===== src/rtl/rgb_pwm_pkg.sv =====
// Shared constants and types for the three-channel RGB PWM generator.
package rgb_pwm_pkg;

    // Default duty / PWM counter resolution in bits.
    localparam int DEFAULT_WIDTH = 8;

    // Channel selectors on the write port.
    localparam logic [1:0] CHAN_R   = 2'd0;
    localparam logic [1:0] CHAN_G   = 2'd1;
    localparam logic [1:0] CHAN_B   = 2'd2;
    localparam logic [1:0] CHAN_ALL = 2'd3;

    // Duty value at the default resolution.
    typedef logic [DEFAULT_WIDTH-1:0] duty_t;

    // True when a write addressed to 'sel' targets channel 'idx'.
    function automatic logic chan_hit(input logic [1:0] sel, input logic [1:0] idx);
        return (sel == idx) || (sel == CHAN_ALL);
    endfunction

endpackage


===== src/rtl/rgb_pwm_gen_channel.sv =====
// One PWM channel: holds the host target and the duty actually in use,
// moves the active duty only at period boundaries, and drives a registered
// compare output aligned with the shared counter.
module pwm_fade_channel
    import rgb_pwm_pkg::*;
#(
    parameter int WIDTH = DEFAULT_WIDTH
) (
    input  logic             clk_i,
    input  logic             rst_n_i,
    input  logic             wr_en_i,
    input  logic [WIDTH-1:0] wr_duty_i,
    input  logic             pb_i,
    input  logic             fade_step_i,
    input  logic             fade_en_i,
    input  logic [WIDTH-1:0] cnt_next_i,
    output logic             pwm_o,
    output logic             mismatch_o
);

    localparam logic [WIDTH-1:0] ONE = WIDTH'(1);

    logic [WIDTH-1:0] target_q, target_d;
    logic [WIDTH-1:0] active_q, active_d;
    logic             pwm_q,    pwm_d;

    // Move 'cur' one LSB toward 'tgt'; equal values stay put.
    function automatic logic [WIDTH-1:0] step_toward(input logic [WIDTH-1:0] cur,
                                                     input logic [WIDTH-1:0] tgt);
        logic [WIDTH-1:0] res;
        if (cur < tgt) begin
            res = cur + ONE;
        end else if (cur > tgt) begin
            res = cur - ONE;
        end else begin
            res = cur;
        end
        return res;
    endfunction

    // Target register: latest accepted write wins, no queueing.
    always_comb begin
        target_d = target_q;
        if (wr_en_i) begin
            target_d = wr_duty_i;
        end else begin
            target_d = target_q;
        end
    end

    // Active duty changes only on a period boundary, using the pre-write target.
    always_comb begin
        active_d = active_q;
        if (pb_i) begin
            if (!fade_en_i) begin
                active_d = target_q;
            end else if (fade_step_i) begin
                active_d = step_toward(active_q, target_q);
            end else begin
                active_d = active_q;
            end
        end else begin
            active_d = active_q;
        end
    end

    // Compare against next-cycle counter/duty so the registered output lines up
    // with the counter value it represents (new duty shows from cnt=0).
    always_comb begin
        pwm_d = (cnt_next_i < active_d);
    end

    // Channel state registers with synchronous active-low reset.
    always_ff @(posedge clk_i) begin
        if (!rst_n_i) begin
            target_q <= '0;
            active_q <= '0;
            pwm_q    <= 1'b0;
        end else begin
            target_q <= target_d;
            active_q <= active_d;
            pwm_q    <= pwm_d;
        end
    end

    assign pwm_o      = pwm_q;
    assign mismatch_o = (active_q != target_q);

endmodule


===== src/rtl/rgb_pwm_gen.sv =====
// Three-channel RGB LED PWM generator. Owns the shared prescaler, PWM
// counter, fade-step counter, write decode, busy and period_start; the
// per-channel target/active duties live in pwm_fade_channel.
module rgb_pwm_gen
    import rgb_pwm_pkg::*;
#(
    parameter int WIDTH        = DEFAULT_WIDTH,
    parameter int PRESCALE     = 188,
    parameter int FADE_PERIODS = 4
) (
    input  logic             clkin,
    input  logic             resetn,
    input  logic             wr_valid,
    output logic             wr_ready,
    input  logic [1:0]       wr_chan,
    input  logic [WIDTH-1:0] wr_duty,
    input  logic             fade_en,
    output logic [2:0]       pwm,
    output logic             period_start,
    output logic             busy
);

    localparam int PRE_W = (PRESCALE > 1) ? $clog2(PRESCALE) : 1;
    localparam int FC_W  = (FADE_PERIODS > 1) ? $clog2(FADE_PERIODS) : 1;

    localparam logic [PRE_W-1:0] PRE_LAST = PRE_W'(PRESCALE - 1);
    localparam logic [PRE_W-1:0] PRE_ONE  = PRE_W'(1);
    localparam logic [WIDTH-1:0] CNT_LAST = {WIDTH{1'b1}};
    localparam logic [WIDTH-1:0] CNT_ONE  = WIDTH'(1);
    localparam logic [FC_W-1:0]  FC_LAST  = FC_W'(FADE_PERIODS - 1);
    localparam logic [FC_W-1:0]  FC_ONE   = FC_W'(1);

    logic [PRE_W-1:0] pre_q,  pre_d;
    logic [WIDTH-1:0] cnt_q,  cnt_d;
    logic [FC_W-1:0]  fcnt_q, fcnt_d;
    logic             wr_ready_q, wr_ready_d;
    logic             period_start_q, period_start_d;
    logic             busy_q, busy_d;

    logic             tick_s;
    logic             pb_s;
    logic             fade_step_s;
    logic             wr_fire_s;
    logic [2:0]       wr_en_s;
    logic [2:0]       pwm_s;
    logic [2:0]       mismatch_s;

    // Shared timing strobes: prescaler tick, period boundary, fade step.
    always_comb begin
        tick_s      = (pre_q == PRE_LAST);
        pb_s        = tick_s && (cnt_q == CNT_LAST);
        fade_step_s = pb_s && fade_en && (fcnt_q == FC_LAST);
    end

    // Prescaler and PWM counter next state; cnt wraps naturally at 2^WIDTH.
    always_comb begin
        pre_d = pre_q;
        cnt_d = cnt_q;
        if (tick_s) begin
            pre_d = '0;
            cnt_d = cnt_q + CNT_ONE;
        end else begin
            pre_d = pre_q + PRE_ONE;
            cnt_d = cnt_q;
        end
    end

    // Fade period counter advances only on boundaries with fading enabled.
    always_comb begin
        fcnt_d = fcnt_q;
        if (pb_s && fade_en) begin
            if (fcnt_q == FC_LAST) begin
                fcnt_d = '0;
            end else begin
                fcnt_d = fcnt_q + FC_ONE;
            end
        end else begin
            fcnt_d = fcnt_q;
        end
    end

    // Write decode: broadcast selector hits every channel.
    always_comb begin
        wr_fire_s = wr_valid && wr_ready_q;
        wr_en_s   = 3'b000;
        for (int i = 0; i < 3; i++) begin
            wr_en_s[i] = wr_fire_s && chan_hit(wr_chan, i[1:0]);
        end
    end

    // Status next state: ready after reset, boundary pulse, any-channel mismatch.
    always_comb begin
        wr_ready_d     = 1'b1;
        period_start_d = pb_s;
        busy_d         = |mismatch_s;
    end

    // Shared state registers with synchronous active-low reset.
    always_ff @(posedge clkin) begin
        if (!resetn) begin
            pre_q          <= '0;
            cnt_q          <= '0;
            fcnt_q         <= '0;
            wr_ready_q     <= 1'b0;
            period_start_q <= 1'b0;
            busy_q         <= 1'b0;
        end else begin
            pre_q          <= pre_d;
            cnt_q          <= cnt_d;
            fcnt_q         <= fcnt_d;
            wr_ready_q     <= wr_ready_d;
            period_start_q <= period_start_d;
            busy_q         <= busy_d;
        end
    end

    for (genvar gi = 0; gi < 3; gi++) begin : g_chan
        pwm_fade_channel #(
            .WIDTH (WIDTH)
        ) u_chan (
            .clk_i       (clkin),
            .rst_n_i     (resetn),
            .wr_en_i     (wr_en_s[gi]),
            .wr_duty_i   (wr_duty),
            .pb_i        (pb_s),
            .fade_step_i (fade_step_s),
            .fade_en_i   (fade_en),
            .cnt_next_i  (cnt_d),
            .pwm_o       (pwm_s[gi]),
            .mismatch_o  (mismatch_s[gi])
        );
    end

    assign wr_ready     = wr_ready_q;
    assign period_start = period_start_q;
    assign busy         = busy_q;
    assign pwm          = pwm_s;

endmodule

===== config.mk =====
export PLATFORM = sky130hd
export DESIGN_NAME = rgb_pwm_gen
export DESIGN_NICKNAME = d
export VERILOG_FILES = /design/src/rtl/rgb_pwm_pkg.sv /design/src/rtl/rgb_pwm_gen_channel.sv /design/src/rtl/rgb_pwm_gen.sv
export SDC_FILE = /design/constraint.sdc
export NUM_CORES = 1
export LEC_CHECK = 0
export ABC_AREA = 0
export CAP_MARGIN = 5
export CORE_UTILIZATION = 50
export CTS_CLUSTER_DIAMETER = 30
export CTS_CLUSTER_SIZE = 16
export DETAILED_ROUTE_END_ITERATION = 16
export PLACE_DENSITY_LB_ADDON = 0.12
export SYNTH_ARGS = -nofsm -noshare
export SYNTH_HDL_FRONTEND = slang
export SYNTH_SLANG_ARGS = --single-unit

===== constraint.sdc =====
create_clock -name clkin -period 4.2 [get_ports clkin]
set_clock_uncertainty 0.2 [all_clocks]
set_input_delay 0.63 -clock clkin [delete_from_list [all_inputs] [get_ports clkin]]
set_output_delay 0.63 -clock clkin [all_outputs]
set_load 0.005 [all_outputs]

# [Yosys cells after proc, flatten, opt, wreduce, memory -nomap -nowiden]
# Cells that the tools add are included.
# W data, S select, Z words.
[totals] regBits=72 latch_bits=0 mem_bits_rw=0 romBits=0 input_bits=14 output_inout_bits=6 word_cells=74 n_memories=0
[classes] add_sub_neg=9 multipliers=0 div=0 magnitude_cmp=9 n_eq_ne=9 n_shift=0 n_mux=18 bitwise_logic=1 n_reduce_logical=13
[ops] op="$mux W8" n=16
[ops] op="$lt A8 B8 Y1" n=6
[ops] op="$add A8 B1 Y8 const B" n=5
[ops] op="$gt A8 B8 Y1" n=3
[ops] op="$ne A8 B8 Y1" n=3
[ops] op="$sub A8 B1 Y8 const B" n=3
[ops] op="$eq A8 B8 Y1 const B" n=2
[ops] op="$logic_and A1 B1 Y1" n=7
[ops] op="$eq A2 B2 Y1 const B" n=3
[ops] op="$logic_or A1 B1 Y1" n=3
[ops] op="$reduce_or A3 Y1" n=1
[ops] op="$add A2 B1 Y2 const B" n=1
[ops] op="$eq A2 B1 Y1 const B" n=1
[ops] op="$logic_not A2 Y1" n=1
[ops] op="$mux W2" n=1
[ops] op="$reduce_or A2 Y1" n=1
[ops] op="$mux W1" n=1
[ops] op="$not A1 Y1" n=1

# [Depth between registers and ports, before layout]
[logic_depth] word_depth=8 mapped_depth=18 mapped_depth_nobuf=17

# [Cells and area by module]
# From an unflattened synthesis, not the netlist that was laid out.
[unflattened] cells_unflattened=591 area_unflattened_um2=5196.2
[modules_own_cells] module="pwm_fade_channel" instances=3 cells_per_inst=162 area_per_inst_um2=1390.1 seq_area_each_um2=340.3
[modules_own_cells] module="rgb_pwm_gen" instances=1 cells_per_inst=105 area_per_inst_um2=1026.0 seq_area_each_um2=420.4

# [Least setup slack after synthesis]
# No wires, ideal clock.
[synth_path] path_type="register -> register" start="register g_chan[1].u_chan.target_q[1]" end="register g_chan[1].u_chan.pwm_q" setup_ns=0.072 arrival_ns=3.314 t_required_ns=3.928 path_slack_ns=0.615 path_stages_with_launch=17 path_buffers=0 period_less_slack_ns=3.585 cell_sequence="dfxtp_1 > inv_1 > ha_1 > nor2b_1 > o211ai_1 > a21oi_2 > or4_1 > o21ai_1 > mux2_2 > and2_1 > ha_1 > nor2b_1 > o21ai_0 > nand3b_1 > a41o_1 > o2111ai_1 > a2bb2oi_1"
[synth_between] elab_chain_cells=7 word_cells_on_any_way=8 classes_between="order compare (3); mux (5)"
[synth_lines] element="start: declaration" line_no="rgb_pwm_gen_channel.sv:23" source="logic [WIDTH-1:0] target_q, target_d;"
[synth_lines] element="start signal: assignment" line_no="rgb_pwm_gen_channel.sv:80" source="target_q <= target_d;"
[synth_lines] element="$gt A8 B8 Y1" line_no="rgb_pwm_gen_channel.sv:33" source="end else if (cur > tgt) begin"
[synth_lines] element="$mux W8" line_no="rgb_pwm_gen_channel.sv:33"
[synth_lines] element="$mux W8" line_no="rgb_pwm_gen_channel.sv:31" source="if (cur < tgt) begin"
[synth_lines] element="$mux W8" line_no="rgb_pwm_gen_channel.sv:57" source="end else if (fade_step_i) begin"
[synth_lines] element="$mux W8 *" line_no="rgb_pwm_gen_channel.sv:55" source="if (!fade_en_i) begin"
[synth_lines] element="$mux W8 *" line_no="rgb_pwm_gen_channel.sv:54" source="if (pb_i) begin"
[synth_lines] element="$lt A8 B8 Y1 *" line_no="rgb_pwm_gen_channel.sv:70" source="pwm_d = (cnt_next_i < active_d);"
[synth_lines] element="end signal: assignment" line_no="rgb_pwm_gen_channel.sv:82" source="pwm_q <= pwm_d;"
[synth_lines] element="end: declaration" line_no="rgb_pwm_gen_channel.sv:25" source="logic pwm_q, pwm_d;"
# Every way passes the cells marked *; elsewhere a longest branch is shown, timed or not.
# A chain may end at the register's enable or synchronous reset.

# [Worst setup path after layout]
[layout_path] start="register g_chan[1].u_chan.active_q[0]" end="register g_chan[1].u_chan.pwm_q"
[layout_between] elab_chain_cells=7 word_cells_on_any_way=10 classes_between="add/sub (2); order compare (3); mux (5)"
[layout_lines] element="start: declaration" line_no="rgb_pwm_gen_channel.sv:24" source="logic [WIDTH-1:0] active_q, active_d;"
[layout_lines] element="start signal: assignment" line_no="rgb_pwm_gen_channel.sv:81" source="active_q <= active_d;"
[layout_lines] element="$sub A8 B1 Y8 / $gt A8 B8 Y1 (equally long branches)" line_no="rgb_pwm_gen_channel.sv:34, rgb_pwm_gen_channel.sv:33"
[layout_lines] element="$mux W8" line_no="rgb_pwm_gen_channel.sv:33"
[layout_lines] element="$mux W8" line_no="rgb_pwm_gen_channel.sv:31"
[layout_lines] element="$mux W8" line_no="rgb_pwm_gen_channel.sv:57"
[layout_lines] element="$mux W8" line_no="rgb_pwm_gen_channel.sv:55"
[layout_lines] element="$mux W8 *" line_no="rgb_pwm_gen_channel.sv:54"
[layout_lines] element="$lt A8 B8 Y1 *" line_no="rgb_pwm_gen_channel.sv:70"
# Marked as above.

==> flow_summary.yaml <==
floorplanning:
  die_h_um: 103
  rows: 36
  die_w_um: 103
  initial_core_util: 0.522
  io_pins: 20
  core_area_mm2: 0.00986
  die-area_mm2: 0.0107
synth:
  synth_cell_type_count: 71
  syn-instance-count: 619
  avgSynthCellArea_um2: 8.32
  synth_seq_cells: 72
  synth_top_area_cell: "dfxtp_1"
  synth-main-ff-cell: "dfxtp_1"
  synthesis.nets: 690
  ys_seq_area_frac: 0.280
  ys_warn_count: 0
  synthTopCellsByArea: "dfxtp_1 28%, ha_1 14%, mux2i_1 6.8%"
  synthArstFlopShare: 0
  synth-edff-count: 0
  synth_top_area_frac: 0.280
  synth_area_mm2: 0.00515
place:
  place_hpwl_um: 10800
  pre_cts_slack_ns: 0.333
  gp_congestion: 0.939
  port_buffers: 19
finish:
  diodes: 0
  fin_nets: 710
  final_common_cell: "dfxtp_1"
  fillCellCount: 883
  syn2layout_area_growth_pct: 10.7
  drive_gt1_frac: 0.0839
  final_cell_mix: "72 x dfxtp_1, 57 x ha_1, 56 x nor2_1"
  multi_input_area_mm2: 0.00344
  regArea_mm2: 0.00144
worst_setup_path:
  worstPathMaxFanout: 7
  arrival_ns: 3.99
  cp.required_ns: 4.27
  cp-start-kind: "flop"
  worst_setup_path_end_kind: "flop"
  worst-setup-path-type: "flop to flop"
sta:
  finalWorstSetupSlack_ns: 0.280
  maxSlewHeadroom: 0.306
  slew_viol_final: 0
  tightest_slew_ns: 1.04
  clock.fmax_mhz: 255
  setup-tns-final_ns: 0
  finalSetupViolCount: 0
  min_period_over_period: 0.933
  rsz0062_at_grt: "false"
  hold_viol: 0
  min_period_ns: 3.92
power:
  ir_worst_vdd_mv: 0.190
  power_density_mw_per_mm2: 261
  p_leak_nw: 2.35
global_routing:
  grt_max_degree: 28
  gr-total-overflow: 0
  grt_pass1_vias: 4409
  antenna_found_initial: 0
  grtUsageTotal: 0.285
  grt_first_pass_wirelength_um: 22600
route:
  vias: 4760
  vias_per_cell: 6.13
  dr.pass1.iters: 7
  drtAntennaViolNets: 0
  wirelength_um: 14300
  drt-wirelength-per-cell_um: 18.4
  drc_errors: 0
  drtIter0Drc: 232
worst_hold_path:
  hold_class: "flop to flop"
clock_tree:
  htree_levels: 3
  cts.sinks: 72
  cts_root_buf: "clkbuf_8"
  cts.clk_slew.worst_paths_ns: 0.08
  hold_buffers: 0
  cts_resized: 0
  clockBufferDepth: 2
  clk_latency_ns: 0.35
  postCtsSetupBuffers: 0
  cts_buffers: 9
  cts_tree: "built"
run:
  drv_cap: 0
run_status:
  status: "finished, final reports clean"
## routing by layer
layer / GRT usage / routed length (µm) / vias up
met2: 0.440 / 6240 / 147
met3: 0.0692 / 848 / 37
li1: - / - / 2309
met5: 0 / 0 / -
met4: 0.154 / 631 / 0
met1: 0.368 / 6610 / 2267
## metrics by stage
step / cells / area, µm² / total power [mW] / util / hold WS (ns)
5_1_grt: 777 / 5700 / 1.55 / 0.578 / 0.303
2_1_floorplan: 619 / 5150 / 0.856 / - / 0.230
3_3_place_gp: 761 / 5500 / 0.920 / 0.557 / 0.241
6_report: 777 / 5700 / 1.49 / 0.578 / 0.265
3_5_place_dp: 761 / 5500 / 0.923 / 0.557 / 0.250
4_1_cts: 777 / 5700 / 1.49 / 0.578 / 0.268
## report_power, final
group          total [mW]  internal, mW  switching [mW]
combinational       0.204        0.0788           0.125
clock               0.575         0.280           0.296
sequential          0.707         0.695          0.0125
total                1.49          1.05           0.433
## cell usage after synthesis (all sizes together), types with 4 or more instances
cell	count
dfxtp	72
nand3	22
a31oi	5
a21oi	42
ha	57
xnor2	12
nand2	38
o22ai	8
a22oi	6
a211oi	9
o21a	8
or3	9
nand2b	5
inv	39
nor2	57
mux2	5
or2	5
xor2	5
and4	4
buf	10
a21o	11
a2111oi	4
nor3	12
nor2b	4
o211ai	8
and2	12
nand4	17
clkbuf	15
and3	13
mux2i	35
o21ai	28
## layout make-up
type	instances	share of cell area
timing repair buffer	34	0.0531
clock inverter	7	0.0136
inverter	39	0.0257
sequential	72	0.253
multi-input combinational	483	0.604
clock buffer	9	0.0217
tap	133	0.0292
## worst max-delay path: stages (launching register included)
cell and delay [ns]:
dfxtp_1 0.46, inv_1 0.13, ha_1 0.29, nand4_1 0.17, or2_1 0.32, and3_1 0.22, a31oi_1 0.25, o21ai_1 0.13
mux2_2 0.29, and2_1 0.16, ha_1 0.30, nor2b_1 0.13, o21ai_0 0.16, nand3b_1 0.12, a41o_1 0.23, o2111ai_1 0.10
a2bb2oi_1 0.19
## state kept, by name, summed over array words and instances (netlist names)
register                count
busy                        1
cnt_q                       8
fcnt_q                      2
g_chan.u_chan.active_q     24
g_chan.u_chan.pwm_o         3
g_chan.u_chan.target_q     24
period_start                1
pre_q                       8
wr_ready                    1
## cells by family (layout without fill, tap and decap cells)
| logic type | count (synthesis) | in the layout | synth area share |
|---|---|---|---|
| xor gates and xnor gates | 17 | 17 | 0.0289 |
| buffers and inverters | 64 | 89 | 0.0513 |
| adders and majority gates | 57 | 57 | 0.139 |
| and+or+nand+nor | 210 | 210 | 0.215 |
| muxes | 40 | 40 | 0.0790 |
| AOI/OAI and AO/OA | 159 | 159 | 0.207 |
| DFF | 72 | 72 | 0.280 |
## worst paths after layout
path / from / end / slack, ns / depth (start not counted)
setup / recovery: g_chan[1].u_chan.active_q[0]$_SDFF_PN0_ / g_chan[1].u_chan.pwm_o$_SDFF_PN0_ / 0.28 / 16
hold / removal: pre_q[0]$_SDFF_PP0_ / pre_q[0]$_SDFF_PP0_ / 0.27 / 1
setup reg to reg: g_chan[1].u_chan.active_q[0]$_SDFF_PN0_ / g_chan[1].u_chan.pwm_o$_SDFF_PN0_ / 0.28 / 16
hold reg to reg: pre_q[0]$_SDFF_PP0_ / pre_q[0]$_SDFF_PP0_ / 0.27 / 1
No activity file was read; power rests on OpenSTA's default activity.
